$ cat config.mk
export PLATFORM = sky130hd
export DESIGN_NAME = scalar_alu_arbiter
export DESIGN_NICKNAME = d
export VERILOG_FILES = /design/src/rtl/scalar_alu_arbiter_pkg.sv /design/src/rtl/scalar_alu_arbiter_alu.sv /design/src/rtl/scalar_alu_arbiter_rr_grant.sv /design/src/rtl/scalar_alu_arbiter.sv
export SDC_FILE = /design/constraint.sdc
export NUM_CORES = 2
export LEC_CHECK = 0
export CORE_UTILIZATION = 45
export CTS_BUF_LIST = sky130_fd_sc_hd__clkbuf_8
export DETAILED_ROUTE_END_ITERATION = 12
export HOLD_SLACK_MARGIN = 0.05
export PLACE_DENSITY = 0.59
export SLEW_MARGIN = 15
export SYNTH_ARGS = -nofsm -noshare
export SYNTH_HDL_FRONTEND = slang
export SYNTH_SLANG_ARGS = --single-unit
$ cat constraint.sdc
create_clock -name clk -period 101.5 [get_ports clk]
set_input_delay 20.3 -clock clk [delete_from_list [all_inputs] [get_ports clk]]
set_output_delay 20.3 -clock clk [all_outputs]
set_load 0.02 [all_outputs]
$ cat src/rtl/scalar_alu_arbiter_pkg.sv
// Shared types for the scalar ALU arbiter slice.
// Holds the ALU opcodes, the arbiter states and the flag bit positions.
package scalar_alu_pkg;

  typedef enum logic [2:0] {
    ZERO   = 3'd0,
    PASS_A = 3'd1,
    ADD    = 3'd2,
    SUB    = 3'd3,
    MUL    = 3'd4,
    DIV    = 3'd5
  } alu_op_t;

  typedef enum logic [1:0] {
    IDLE = 2'd0,
    EXEC = 2'd1,
    RESP = 2'd2
  } arb_state_t;

  localparam int FLAG_N = 3;
  localparam int FLAG_Z = 2;
  localparam int FLAG_V = 1;
  localparam int FLAG_C = 0;

endpackage

$ cat src/rtl/scalar_alu_arbiter_alu.sv
// ALUScalar: shared N-bit scalar ALU, purely combinational.
// In: a, b, sel (alu_op_t). Out: c, flags {N,Z,V,C}.
module ALUScalar
  import scalar_alu_pkg::*;
#(
  parameter int N = 32
) (
  input  logic [N-1:0] a,
  input  logic [N-1:0] b,
  input  alu_op_t      sel,
  output logic [N-1:0] c,
  output logic [3:0]   flags
);

  logic [N:0]     sum;
  logic [N:0]     dif;
  logic [2*N-1:0] prod;
  logic           v;
  logic           cy;

  assign sum  = {1'b0, a} + {1'b0, b};
  assign dif  = {1'b0, a} - {1'b0, b};
  assign prod = {{N{1'b0}}, a} * {{N{1'b0}}, b};

  // C is carry-out for ADD, borrow for SUB,
  // lost high product bits for MUL.
  // Divide by zero yields all ones with V set.
  always_comb begin
    c  = '0;
    v  = 1'b0;
    cy = 1'b0;
    unique case (1'b1)
      (sel == PASS_A): c = a;
      (sel == ADD): begin
        c  = sum[N-1:0];
        cy = sum[N];
        v  = (a[N-1] == b[N-1]) &&
             (sum[N-1] != a[N-1]);
      end
      (sel == SUB): begin
        c  = dif[N-1:0];
        cy = dif[N];
        v  = (a[N-1] != b[N-1]) &&
             (dif[N-1] != a[N-1]);
      end
      (sel == MUL): begin
        c  = prod[N-1:0];
        cy = |prod[2*N-1:N];
      end
      (sel == DIV): begin
        if (b == '0) begin
          c = '1;
          v = 1'b1;
        end else begin
          c = a / b;
        end
      end
      default: c = '0;
    endcase
  end

  assign flags = {c[N-1], ~|c, v, cy};

endmodule

$ cat src/rtl/scalar_alu_arbiter_rr_grant.sv
// rr_grant: combinational one-hot grant from a valid vector.
// In: valid, ptr, rr_en. Out: gnt (one-hot), idx, any.
module rr_grant #(
  parameter int NREQ = 4,
  parameter int IW   = $clog2(NREQ)
) (
  input  logic [NREQ-1:0] valid,
  input  logic [IW-1:0]   ptr,
  input  logic            rr_en,
  output logic [NREQ-1:0] gnt,
  output logic [IW-1:0]   idx,
  output logic            any
);

  int   base;
  int   j;
  logic found;

  // Search starts just after the last winner in
  // round-robin mode, at index 0 otherwise.
  always_comb begin
    gnt   = '0;
    idx   = '0;
    found = 1'b0;
    j     = 0;
    base  = rr_en ? (int'(ptr) + 1) % NREQ : 0;
    for (int k = 0; k < NREQ; k++) begin
      j = (base + k) % NREQ;
      if (!found && valid[j]) begin
        found  = 1'b1;
        gnt[j] = 1'b1;
        idx    = IW'(j);
      end
    end
  end

  assign any = |valid;

endmodule

$ cat src/rtl/scalar_alu_arbiter.sv
// scalar_alu_arbiter: shares one ALUScalar among NREQ requesters.
// Ports: req_valid/ready/a/b/sel per requester; rsp_valid/ready/c/flags/id; busy.
// Define SCALAR_ARB_ROUND_ROBIN_EN for round-robin, else fixed priority.
module scalar_alu_arbiter
  import scalar_alu_pkg::*;
#(
  parameter int N    = 32,
  parameter int NREQ = 4,
  localparam int IW  = $clog2(NREQ)
) (
  input  logic                     clk,
  input  logic                     rst_n,
  input  logic [NREQ-1:0]          req_valid,
  output logic [NREQ-1:0]          req_ready,
  input  logic [NREQ-1:0][N-1:0]   req_a,
  input  logic [NREQ-1:0][N-1:0]   req_b,
  input  logic [NREQ-1:0][2:0]     req_sel,
  output logic                     rsp_valid,
  input  logic                     rsp_ready,
  output logic [N-1:0]             rsp_c,
  output logic [3:0]               rsp_flags,
  output logic [IW-1:0]            rsp_id,
  output logic                     busy
);

  arb_state_t      state;
  logic [N-1:0]    op_a;
  logic [N-1:0]    op_b;
  alu_op_t         op_sel;
  logic [IW-1:0]   op_id;
  logic [IW-1:0]   ptr;
  logic [IW-1:0]   gidx;
  logic [NREQ-1:0] gnt;
  logic            any;
  logic [N-1:0]    alu_c;
  logic [3:0]      alu_f;

`ifdef SCALAR_ARB_ROUND_ROBIN_EN
  localparam logic RR = 1'b1;

  always_ff @(posedge clk or negedge rst_n) begin
    if (!rst_n) begin
      ptr <= IW'(NREQ - 1);
    end else if (state == IDLE && any) begin
      ptr <= gidx;
    end
  end
`else
  localparam logic RR = 1'b0;

  assign ptr = '0;
`endif

  rr_grant #(
    .NREQ (NREQ),
    .IW   (IW)
  ) u_grant (
    .valid (req_valid),
    .ptr   (ptr),
    .rr_en (RR),
    .gnt   (gnt),
    .idx   (gidx),
    .any   (any)
  );

  ALUScalar #(
    .N (N)
  ) u_alu (
    .a     (op_a),
    .b     (op_b),
    .sel   (op_sel),
    .c     (alu_c),
    .flags (alu_f)
  );

  // Grant is the accept pulse of the IDLE cycle;
  // held off while reset is asserted.
  assign req_ready = (state == IDLE && rst_n) ? gnt : '0;
  assign rsp_valid = (state == RESP);
  assign busy      = (state != IDLE);

  always_ff @(posedge clk or negedge rst_n) begin
    if (!rst_n) begin
      state     <= IDLE;
      op_a      <= '0;
      op_b      <= '0;
      op_sel    <= ZERO;
      op_id     <= '0;
      rsp_c     <= '0;
      rsp_flags <= '0;
      rsp_id    <= '0;
    end else begin
      unique case (state)
        IDLE: begin
          if (any) begin
            op_a   <= req_a[gidx];
            op_b   <= req_b[gidx];
            op_sel <= alu_op_t'(req_sel[gidx]);
            op_id  <= gidx;
            state  <= EXEC;
          end
        end
        EXEC: begin
          rsp_c     <= alu_c;
          rsp_flags <= alu_f;
          rsp_id    <= op_id;
          state     <= RESP;
        end
        RESP: begin
          if (rsp_ready) state <= IDLE;
        end
        default: state <= IDLE;
      endcase
    end
  end

endmodule
* After elaboration in Yosys (flattened, before gate mapping)
Cells that the tools add are included.
** Storage, ports and cells
- Register bits after elaboration :: 109
- Word-level logic and storage cells :: 69
- Output and inout port bits :: 44
** Operators by class
- Reduce and logical (&&, ||, !) cells :: 18
- Equality and inequality tests :: 13
- Multipliers :: 1
- Add/subtract/negate cells :: 2
- Order comparisons :: 1
- Multiplexer cells :: 25
- Divide/modulo/power cells :: 1
** Operators by type and width (count)
- $pmux W32 S5 :: 1
- $bmux W32 S2 :: 2
- $mux W32 :: 3
- $mul A32 B32 Y64 :: 1
- $reduce_or A32 Y1 :: 2
- $add A32 B32 Y33 :: 1
- $sub A32 B32 Y33 :: 1
- $div A32 B32 Y32 :: 1
- $logic_not A32 Y1 :: 1
- $mux W2 :: 5
- $mux W4 :: 2
- $bmux W3 S2 :: 1
- $eq A3 B2 Y1 const B :: 2
- $eq A3 B3 Y1 const B :: 2
- $logic_and A1 B1 Y1 :: 6
- $mux W1 :: 6
- $mux W3 :: 2
- $pmux W1 S3 :: 2
- $pmux W2 S3 :: 1
- $logic_not A1 Y1 :: 4
- $reduce_and A2 Y1 :: 2
- $reduce_or A4 Y1 :: 1
- $eq A3 B1 Y1 const B :: 1
- $lt A2 B3 Y1 const B :: 1
- 8 further kinds :: 10

* Longest topological paths before layout
- Word-level depth :: 12
- Gate-level depth with buffers :: 335
- Depth with buffers taken out :: 307

* By module
A second synthesis with hierarchy kept.
** Unflattened totals
- Cells, all modules :: 9189
- Area, all modules :: 72924.9 sq um
** Modules (own cells, without submodules)
- ALUScalar :: seq. area each 0.0 sq um, cells an instance 8798, area an instance 66679.0 sq um, times used 1
- scalar_alu_arbiter :: seq. area each 2727.6 sq um, cells an instance 322, area an instance 5758.0 sq um, times used 1
- rr_grant :: seq. area each 0.0 sq um, cells an instance 69, area an instance 488.0 sq um, times used 1

* Least setup slack after synthesis
Ideal clock, no wire load.
- Path type :: register to register
- From :: reg op_b[31]
- To :: reg rsp_flags[2]
- Library setup time :: 67 ps
- Stages on the path, launching flop included :: 305
- Data arrival time :: 68438 ps
- Clock period less this slack :: 68506 ps
- Setup slack :: 32994 ps
- Cells stage by stage :: dfrtp_1 > nor4_4 > nand3_1 > buf_2 > or3_4 > nor2_1 > a21oi_1 > a21oi_1 > ha_1 > o21a_1 > a211oi_1 > nor4_1 > o22a_1 > ha_1 > or2_2 > o221ai_1 > nor2_1 > nor2_1 > (+269 left out) > or3_1 > o21a_1 > clkbuf_1 > buf_1 > a21o_1 > ha_1 > a221oi_1 > o21ai_0 > nor3_1 > nand2_1 > a211oi_1 > o32ai_1 > o21ai_0 > nand4_1 > nor4_1 > nand4_1 > nor4bb_1 > a32o_1
** On the way
- Word-level cells in the longest chain between the ends :: 5
** Ends and longest elaborated chain
- start, declared :: line scalar_alu_arbiter.sv:28 : logic [N-1:0] op_b;
- start signal, assigned :: line scalar_alu_arbiter.sv:97 : op_b <= req_b[gidx];
- $div A32 B32 Y32 or $logic_not A32 Y1 (tied branches) :: line scalar_alu_arbiter_alu.sv:55, scalar_alu_arbiter_alu.sv:51
- $mux W32 :: line scalar_alu_arbiter_alu.sv:51 : if (b == '0) begin
- $pmux W32 S5 * :: line scalar_alu_arbiter_alu.sv:32 : unique case (1'b1)
- $reduce_or A32 Y1 * :: line scalar_alu_arbiter_alu.sv:62 : assign flags = {c[N-1], ~|c, v, cy};
- $logic_not A1 Y1 * :: line scalar_alu_arbiter_alu.sv:62
- end signal, assigned :: line scalar_alu_arbiter.sv:105 : rsp_flags <= alu_f;
- end, declared :: line scalar_alu_arbiter.sv:21 : output logic [3:0] rsp_flags,
Every way passes the cells marked *; elsewhere a longest branch is shown, timed or not.
A chain may end at the register's enable or synchronous reset.

* Worst setup path after layout
- From :: reg op_b[22]
- To :: reg rsp_flags[2]
Same word-level chain as after synthesis.

==> impl_metrics.json <==
{
  "outcome": "finished clean",
  "critPathLaunchType": "register",
  "synth_area_um2": 72200,
  "synth-main-ff-cell": "dfrtp_1",
  "arrival_ns": 89.64,
  "root_buffer": "clkbuf_8",
  "synthCells": 9386,
  "required_ns": 101.99,
  "ioPinCount": 319,
  "maxSlewViolCount": 0,
  "grt_pass1_wl_um": 511000,
  "drc_errors": 0,
  "rows": 146,
  "synthTopCellsByArea": "fa_1 25%, ha_1 15%, inv_1 5.9%",
  "r2r_setup_slack_ns": 12.36,
  "fin_skew_ns": 0.0460,
  "path_delay_family": "compound AO/OA/AOI/OAI gates",
  "finalHoldViolCount": 0,
  "crit_type": "reg -> reg",
  "rsz0062_at_grt": "no",
  "syn_nets": 11400,
  "crit_cells": 284,
  "area_growth_pct": 8.34,
  "synth_edf_count": 0,
  "cp_max_fo": 37,
  "r2r_cells": 284,
  "yosysTopAreaCellShare_pct": 24.9,
  "cp_num_buf_inv": 17,
  "fin_tns_setup_ns": 0,
  "setup_violations": 0,
  "ys_ff_latch": 108,
  "initial_utilization_pct": 45.5,
  "firstDrtPassIters": 6,
  "endpoint": "rsp_flags[2]",
  "numCtsBuffers": 9,
  "yosysMostFrequentCell": "inv_1",
  "avgViaCountPerCell": 6.43,
  "drt-initial-drc-count": 8543,
  "slew_headroom_pct": 17.2,
  "core-area_um2": 159000,
  "crit_top_cell": "ha_1",
  "cts_tree": "built",
  "reg2reg_from": "op_b[22]",
  "antenna_found_initial": 39,
  "ctsHtreeMaxLevel": 3,
  "place_congestion": 1.09,
  "grt_start_max_net_pins": 58,
  "clk_latency_ns": 0.59,
  "clock_path_buffers": 2,
  "clock_sinks": 108,
  "ys_types": 114,
  "fmax_mhz": 11.2,
  "antenna_left": 0,
  "cts_hold_buf": 0,
  "syn_area_per_cell_um2": 7.69,
  "cts_resized": 0,
  "dieArea_um2": 162000,
  "timing.rr.end": "rsp_flags[2]",
  "die_w_um": 402,
  "cts_setup_buffers": 0,
  "cp_slowest_cell": "and2_1",
  "drive_above_1_share_pct": 5.12,
  "ys_warn_count": 0,
  "period_minus_slack_ns": 89.14,
  "hold_class": "reg -> reg",
  "synth.largest_area_cell": "fa_1",
  "layout.nets": 11500,
  "grt_pass1_vias": 73200,
  "routed_wl_um": 359000,
  "grt_overflow": 0,
  "synthArstFlopShare_pct": 100,
  "cp-end-kind": "register",
  "slowest_delay_ns": 0.99,
  "yosysSeqAreaShare_pct": 3.74,
  "io_buffers": 318,
  "synth_common_cells": "1143 x inv_1, 1119 x nand2_1, 898 x fa_1",
  "final.period_utilization_pct": 87.8,
  "path_clk_slew_ns": 0.16,
  "via_count": 74400,
  "grtUsageTotal_pct": 43.5,
  "tightestPinTransition_ns": 1.23,
  "routedWlPerCell_um": 31.1,
  "dp_hpwl_um": 278000,
  "cap_violations": 0,
  "die_y_um": 402,
  "crit_start": "op_b[22]"
}
cell usage in the layout, fill, tap and decap left out, types with 158 or more instances in the layout:
| master | count |
|---|---|
| ha_1 | 858 |
| clkdlybuf4s50_1 | 317 |
| nand2_1 | 1118 |
| fa_1 | 898 |
| o21ai_0 | 413 |
| inv_1 | 1136 |
| buf_4 | 208 |
| xnor2_1 | 244 |
| nor2_1 | 782 |
| nor3_1 | 171 |
| and2_1 | 434 |
| nand3_1 | 184 |
| xor2_1 | 158 |
| a21oi_1 | 513 |
worst min-delay path: stages, from the launching register on:
cell and delay, ns:
dfrtp_1 0.38, nand2_1 0.05, nand2_1 0.05
cell families (layout without fill, tap and decap cells):
| logic type | Yosys count | after routing | share of synthesized area (%) |
|---|---|---|---|
| buf+inv | 1608 | 1702 | 8.45 |
| flops | 108 | 108 | 3.74 |
| fa+ha+maj | 1756 | 1756 | 39.8 |
| compound gates | 2219 | 2219 | 20.8 |
| simple gates | 3191 | 3191 | 20.8 |
| other cells | 0 | 19 | 0 |
| mux | 102 | 102 | 1.53 |
| xor+xnor | 402 | 402 | 4.88 |
cell type report:
type                    instances  area (um2)
fillers                     15900       80500
multi-input cells            7670       63500
repair buffers                527        4770
inverters                    1159        4350
flip-flops and latches        108        2710
well taps                    2072        2590
clock buffers                   9         124
clock inverters                 7        77.6
diodes                         19        47.5
layer usage:
layer / GRT usage (%) / share of wire [%] / up-vias
li1: - / - / 32100
met1: 55.4 / 39 / 36600
met2: 64.4 / 42 / 4503
met3: 12.3 / 12 / 1148
met4: 28.2 / 7.7 / 22
met5: 0 / 0.040 / -
metrics by stage:
stage | area, um2 | setup WS (ns) | util, % | cells | hold WS, ns
after floorplan | 72200 | 32.99 | - | 9386 | 0.433
after global placement | 77900 | 16.43 | 49.1 | 11500 | 0.452
after detailed placement | 78000 | 15.51 | 49.1 | 11500 | 0.461
after CTS | 78200 | 15.10 | 49.2 | 11600 | 0.497
after global routing | 78200 | 8.15 | 49.2 | 11600 | 0.521
final | 78200 | 12.36 | 49.3 | 11600 | 0.495
how the worst min path moves through the flow:
stage | startpoint | end | depth (start not counted)
floorplan | op_id[0] | rsp_id[0] | 2
global placement | op_id[0] | rsp_id[0] | 2
detailed placement | op_id[0] | rsp_id[0] | 2
CTS | op_id[0] | rsp_id[0] | 2
global route | rsp_c[24] | rsp_c[24] | 2
finish | op_id[0] | rsp_id[0] | 2
registers in the layout, summed over array words and instances, names as in the netlist:
register / cells
op_sel: 3
rsp_flags: 3
op_b: 32
op_id: 2
rsp_id: 2
state: 2
rsp_c: 32
op_a: 32
Power is not shown: default switching activity piles up to over one toggle a cycle in this logic, so the estimate is an artifact.
